File: config.mk
export PLATFORM = sky130hd
export DESIGN_NAME = tx_framer
export DESIGN_NICKNAME = d
export VERILOG_FILES = /design/src/rtl/tx_framer.sv
export SDC_FILE = /design/constraint.sdc
export NUM_CORES = 1
export LEC_CHECK = 0
export BUFFER_PORTS_ARGS = -buffer_cell sky130_fd_sc_hd__buf_4
export CAP_MARGIN = 25
export CELL_PAD_IN_SITES_DETAIL_PLACEMENT = 1
export CELL_PAD_IN_SITES_GLOBAL_PLACEMENT = 1
export CORE_MARGIN = 1
export CORE_UTILIZATION = 25
export CTS_CLUSTER_SIZE = 25
export DETAILED_ROUTE_END_ITERATION = 12
export PLACE_DENSITY = 0.58
export SLEW_MARGIN = 20
export SYNTH_ARGS = -nofsm -noshare
export SYNTH_HDL_FRONTEND = slang
export SYNTH_SLANG_ARGS = --single-unit
File: constraint.sdc
create_clock -name clk -period 3.4 [get_ports clk]
set_clock_uncertainty 0.15 [all_clocks]
set_input_delay 0.34 -clock clk [delete_from_list [all_inputs] [get_ports clk]]
set_output_delay 0.34 -clock clk [all_outputs]
set_load 0.05 [all_outputs]
File: src/rtl/tx_framer.sv
// Packet framer feeding an 8b10b encoder: wraps upstream bytes as
// K27.7 SOP, payload, XOR checksum, K29.7 EOP, with K28.5 idles and fillers.
module tx_framer #(
    parameter int IDLE_GAP = 2,
    parameter int MAX_LEN  = 256
) (
    input  logic       clk,
    input  logic       rst_n,
    input  logic       s_valid,
    input  logic [7:0] s_data,
    input  logic       s_last,
    output logic       s_ready,
    output logic       k_out,
    output logic [7:0] data_out,
    output logic       pkt_done,
    output logic       len_err
);

    localparam int             CW       = $clog2(MAX_LEN + 1);
    localparam logic [CW-1:0]  MAX_C    = CW'(MAX_LEN);
    localparam logic [CW-1:0]  ONE_C    = CW'(1);
    localparam logic [3:0]     GAP_C    = 4'(IDLE_GAP);
    localparam logic [7:0]     SYM_IDLE = 8'hBC;
    localparam logic [7:0]     SYM_SOP  = 8'hFB;
    localparam logic [7:0]     SYM_EOP  = 8'hFD;

    typedef enum logic [2:0] {
        ST_IDLE = 3'd0,
        ST_SOP  = 3'd1,
        ST_DATA = 3'd2,
        ST_CHK  = 3'd3,
        ST_EOP  = 3'd4
    } state_t;

    state_t          state_q, state_d;
    logic            k_q, k_d;
    logic [7:0]      data_q, data_d;
    logic            done_q, done_d;
    logic            err_q, err_d;
    logic [7:0]      chk_q, chk_d;
    logic [CW-1:0]   cnt_q, cnt_d;
    logic [3:0]      gap_q, gap_d;
    logic [3:0]      gap_inc;
    logic            trunc_q, trunc_d;

    // Next-state and next-symbol selection.
    always_comb begin
        state_d = state_q;
        k_d     = 1'b1;
        data_d  = SYM_IDLE;
        done_d  = 1'b0;
        err_d   = 1'b0;
        chk_d   = chk_q;
        cnt_d   = cnt_q;
        gap_d   = gap_q;
        trunc_d = trunc_q;
        // gap_inc counts idle symbols including the one emitted this cycle,
        // so IDLE_GAP idles separate EOP from SOP (never fewer than one).
        if (gap_q >= GAP_C) begin
            gap_inc = gap_q;
        end else begin
            gap_inc = gap_q + 4'd1;
        end
        case (state_q)
            ST_IDLE: begin
                gap_d = gap_inc;
                if (s_valid && (gap_inc >= GAP_C)) begin
                    state_d = ST_SOP;
                end else begin
                    state_d = ST_IDLE;
                end
            end
            ST_SOP: begin
                data_d  = SYM_SOP;
                chk_d   = 8'h00;
                cnt_d   = '0;
                trunc_d = 1'b0;
                state_d = ST_DATA;
            end
            ST_DATA: begin
                if (s_valid) begin
                    k_d    = 1'b0;
                    data_d = s_data;
                    chk_d  = chk_q ^ s_data;
                    cnt_d  = cnt_q + ONE_C;
                    if (s_last || ((cnt_q + ONE_C) == MAX_C)) begin
                        trunc_d = ~s_last;
                        state_d = ST_CHK;
                    end else begin
                        state_d = ST_DATA;
                    end
                end else begin
                    state_d = ST_DATA;
                end
            end
            ST_CHK: begin
                k_d     = 1'b0;
                data_d  = chk_q;
                err_d   = trunc_q;
                state_d = ST_EOP;
            end
            ST_EOP: begin
                data_d  = SYM_EOP;
                done_d  = 1'b1;
                gap_d   = 4'd0;
                state_d = ST_IDLE;
            end
            default: begin
                state_d = ST_IDLE;
            end
        endcase
    end

    // State and registered symbol outputs with synchronous reset.
    always_ff @(posedge clk) begin
        if (!rst_n) begin
            state_q <= ST_IDLE;
            k_q     <= 1'b1;
            data_q  <= SYM_IDLE;
            done_q  <= 1'b0;
            err_q   <= 1'b0;
            chk_q   <= 8'h00;
            cnt_q   <= '0;
            gap_q   <= GAP_C;
            trunc_q <= 1'b0;
        end else begin
            state_q <= state_d;
            k_q     <= k_d;
            data_q  <= data_d;
            done_q  <= done_d;
            err_q   <= err_d;
            chk_q   <= chk_d;
            cnt_q   <= cnt_d;
            gap_q   <= gap_d;
            trunc_q <= trunc_d;
        end
    end

    assign s_ready  = (state_q == ST_DATA);
    assign k_out    = k_q;
    assign data_out = data_q;
    assign pkt_done = done_q;
    assign len_err  = err_q;

endmodule
==> After elaboration in Yosys (flattened, before gate mapping) <==
Index checks and enable logic that the tools add are counted.
{ "word_totals": {"register_bits": 36, "inputBits": 12, "wordCells": 48} }
{ "op_classes": {"addsub": 2, "order_cmp": 2, "eq_ne": 7, "mux": 18, "bitwise": 2, "n_reduce_logical": 8} }
{ "op_table": {"columns": ["operator", "count"], "rows": [
  ["$pmux 8 s4", 1],
  ["$pmux 9 s2", 1],
  ["$mux 8", 2],
  ["$pmux 8 s2", 1],
  ["$pmux 3 s4", 1],
  ["$add 9x1->9 const B", 1],
  ["$eq 9x9->1 const B", 1],
  ["$mux 9", 1],
  ["$ge 4x2->1 const B", 2],
  ["$pmux 4 s2", 1],
  ["$xor 8x8->8", 1],
  ["$eq 3x2->1 const B", 2],
  ["$mux 1", 6],
  ["$add 4x1->4 const B", 1],
  ["$mux 4", 1],
  ["$pmux 1 s2", 2],
  ["$reduce_and 2->1", 2],
  ["$reduce_bool 2->1", 2],
  ["$eq 3x1->1 const B", 1],
  ["$eq 3x3->1 const B", 1],
  ["$logic_not 3->1", 1],
  ["$mux 3", 1],
  ["$reduce_and 3->1", 1],
  ["$ne 2x1->1 const B", 1],
  ["other kinds (4)", 4]
]} }

==> Logic depth before layout (Yosys ltp) <==
{ "logic_depth": {"ltp_word": 6, "mapped_depth": 7, "depth_no_buf": 6} }

==> Worst setup path before layout <==
No wires, ideal clock.
{ "synth_timing": {"path_kind": "reg-to-reg", "start": "register state_q[2]", "end": "register cnt_q[2]", "t_arrival_ps": 2260, "path_slack_ps": 925, "stages_incl_launch_ff": 7, "path_buffers": 1, "path_cell_list": "dfxtp_1 > clkbuf_1 > nor3b_1 > nand3_1 > nor2_1 > a21oi_1 > nor2b_1"} }
{ "synth_between": {"elab_chain_cells": 3, "elab_cells_between_ends": 6, "classes_between": "eq/ne: 3; mux: 1; reduce/logical: 2"} }
{ "synth_lines": {"columns": ["item", "line", "rtl"], "rows": [
  ["start: declaration", "35", "state_t state_q, state_d;"],
  ["start signal: assignment", "127", "state_q <= state_d;"],
  ["$eq 3x2->1 (*)", null, null],
  ["net s_ready", "12", "output logic s_ready,"],
  ["$ne 2x2->1 (no source line) / $reduce_bool 2->1 (equally long branches)", null, null],
  ["$reduce_and 2->1 (no source line)", null, null],
  ["end signal: assignment", "133", "cnt_q <= cnt_d;"],
  ["end: declaration", "41", "logic [CW-1:0] cnt_q, cnt_d;"]
]} }
Mark *: on every way through the listed nets, which the timed path passes. The rest lies on a longest branch.
A chain may end at the register's enable or synchronous reset.

==> Worst setup path after layout <==
{ "layout_timing": {"start": "register state_q[1]", "end": "output port s_ready"} }
{ "layout_between": {"elab_chain_cells": 1} }
{ "layout_lines": {"columns": ["item", "line", "rtl"], "rows": [
  ["$eq 3x2->1", "139", "assign s_ready = (state_q == ST_DATA);"],
  ["end: declaration", "12", null]
]} }
Every way passes these cells.

==> run summary <==
CORE AREA - 6420 um2
maximum vdd drop - 211 uV
CTS Hold Buffers Added - 0
CP Cell Sequence - nor3b_1 -> buf_4
Yosys cell types - 40
CTS resizes - 0
fraction of registers with async set/reset - 0%
total instance count after detailed placement - 291
Largest stage delay, worst path - 0.55 ns
die height - 83.8 um
1st-iter DRT viols - 49
Total GRT Usage - 12.7%
Worst Tran Pin Value - 0.586 ns
ranking of synthesized cells by area - dfxtp_1, nand2_1, nor2_1
Skew-Pair Late Insertion Delay - 0.29 ns
most common cell after layout, fill and taps aside - dfxtp_1
area of the mapped netlist - 1670 um2
flop and latch count out of synthesis - 36
Setup Total Neg Slack - 0 ns
initial core utilization - 26.0%
Via density - 4.74
Sw Share - 23.0%
Clock transition at path regs - 0.08 ns
I/O pin count - 24
CP Buf/Inv Count - 1
Worst Hold Class - input port to flop
Worst path depth - 2
sequential area share after synthesis - 43.1%
number of flops mapped to enable cells by yosys - 0
total setup buffers inserted after CTS - 0
Vias - 1417
Lkg Pwr - 0.817 nW
status - complete, but fails checks
Hold Path Depth - 3
routed len/inst - 13.5 um
die area - 7020 um2
number of max-cap violations - 0
Cell Pwr Density - 536 nW/um2
syn nets - 216
die extent in x - 83.8 um
htree depth - 2
CTS tree - built
Critical Path Sink Type - output pin
first-pass GRT wire length - 7040 um
share of cells above drive strength 1 - 15.3%
Reg2Reg Depth - 5
drt first pass iters - 8
area delta synth->final - 22.4%
most frequent cells in the layout - dfxtp_1, nand2_1, buf_4
DP HPWL - 2850 um
Hold WS - 0.129 ns
GR Overflow Total - 0
flop2flop setup slack - 1.33 ns
Critical Path RT - 2.91 ns
slowest CP cell - dfxtp_1
PortBufs - 23
Worst slew margin - 60.9%
final hold vios - 0
clock share of power - 48.6%
# DRC - 4
Combinational Power Share - 10.3%
Post-synth top flop - dfxtp_1
Tot Pwr - 1.10 mW
Setup crit start kind - flop
post-layout net count - 237
clock sink count - 36
TritonCTS buffer count - 5
f_max - 457 MHz
failing checks - DRC
post-layout util - 31.9%
Crit Path Class - flop to output pin
count of final setup violators - 0
average size of a mapped cell - 8.36 um2
Clock Path Buffers - 2
gpl congestion - 0.708
Final Slew Violations - 0
Max FO, Critical Path - 12
Arr. time, crit path - 1.70 ns
area share of the largest cell type after synthesis - 43.1%
Int Power - 0.844 mW
number of global-route vias before repair - 1465
switching pwr - 0.252 mW
leading area contributor after synthesis - dfxtp_1
overall routed net length - 4020 um
Diodes inserted - 0
min Tclk post-route - 2.19 ns
antenna violations before repair - 0
Synth Instances - 200
delay-heaviest family, CP - flip-flops
largest net degree at the start of global routing - 21
final period utilization - 64.4%
Sequential Power Share - 41.0%
Synthesis Warnings - 0
CTS Root Cell - clkbuf_8
final std cells w/o fill - 299
# rows - 29
Final ANT Viol Nets - 0
RSZ-0062 raised after global routing - false
-- power by group through the flow --
stage,combinational (mW),clock (mW),sequential [mW]
detailed placement,0.116,0,0.460
global placement,0.115,0,0.459
finish,0.113,0.534,0.450
global route,0.127,0.569,0.453
floorplan,0.0677,0,0.470
CTS,0.116,0.550,0.451
-- state kept, by name, indices dropped and copies added (netlist names) --
signal / flops
cnt_q: 9
chk_q: 8
data_out: 8
gap_q: 4
state_q: 3
k_out: 1
len_err: 1
pkt_done: 1
trunc_q: 1
-- per-stage QoR --
step           area [um2]  setup WS, ns
2_1_floorplan        1670         0.925
3_3_place_gp         1890          1.36
3_5_place_dp         1890          1.27
4_1_cts              2050          1.17
5_1_grt              2050          1.06
6_report             2050          1.21
-- cell usage after synthesis (2+ instances only) --
cell and count:
clkbuf_1 5, nor3b_1 2, nor2_1 21, and3_1 6
nand2_1 28, dfxtp_1 36, nand3_1 9, or3_1 3
o22ai_1 5, xor2_1 9, a21boi_0 2, a21oi_1 8
o21a_1 4, xnor2_1 4, a32oi_1 2, nor3_1 6
inv_1 5, buf_6 3, and2_1 4, ha_1 4
o21ai_0 10, nor2b_1 6
-- metal layers --
metal | wire length [um] | up-vias | GRT usage (%) | share of wire [%]
met4 | 86 | 0 | 5.64 | 2.1
met5 | 0 | - | 0 | 0
met2 | 1770 | 23 | 20.4 | 44
met1 | 2040 | 660 | 16.0 | 51
li1 | - | 727 | - | -
met3 | 131 | 7 | 3.07 | 3.3
-- worst paths after layout --
check	start	endpoint
max	state_q[1]	s_ready
min	s_data[5]	data_out[5]
max reg2reg	state_q[1]	cnt_q[2]
min reg2reg	trunc_q	trunc_q
-- tightest hold or removal path, cell delays in order --
cell and delay (ns):
buf_4 0.08, o22ai_1 0.06, nand2_1 0.06
-- logic make-up after synthesis --
| group | Yosys count | share of synthesized area (%) |
|---|---|---|
| buffers and inverters | 15 | 4.79 |
| AND/OR/NAND/NOR | 93 | 27.5 |
| adder cells (fa/ha/maj) | 4 | 2.99 |
| AO/OA/AOI/OAI | 39 | 14.9 |
| flip-flops | 36 | 43.1 |
| XOR/XNOR | 13 | 6.81 |
-- layout make-up --
cell class	count	area (um2)
Tap cell	77	96.3
Multi-Input combinational cell	149	872
Timing Repair Buffer	24	180
Inverter	5	18.8
Fill cell	755	4380
Clock buffer	5	68.8
Clock inverter	3	90.1
Sequential cell	36	721
Power figures use the tool's default switching activity.
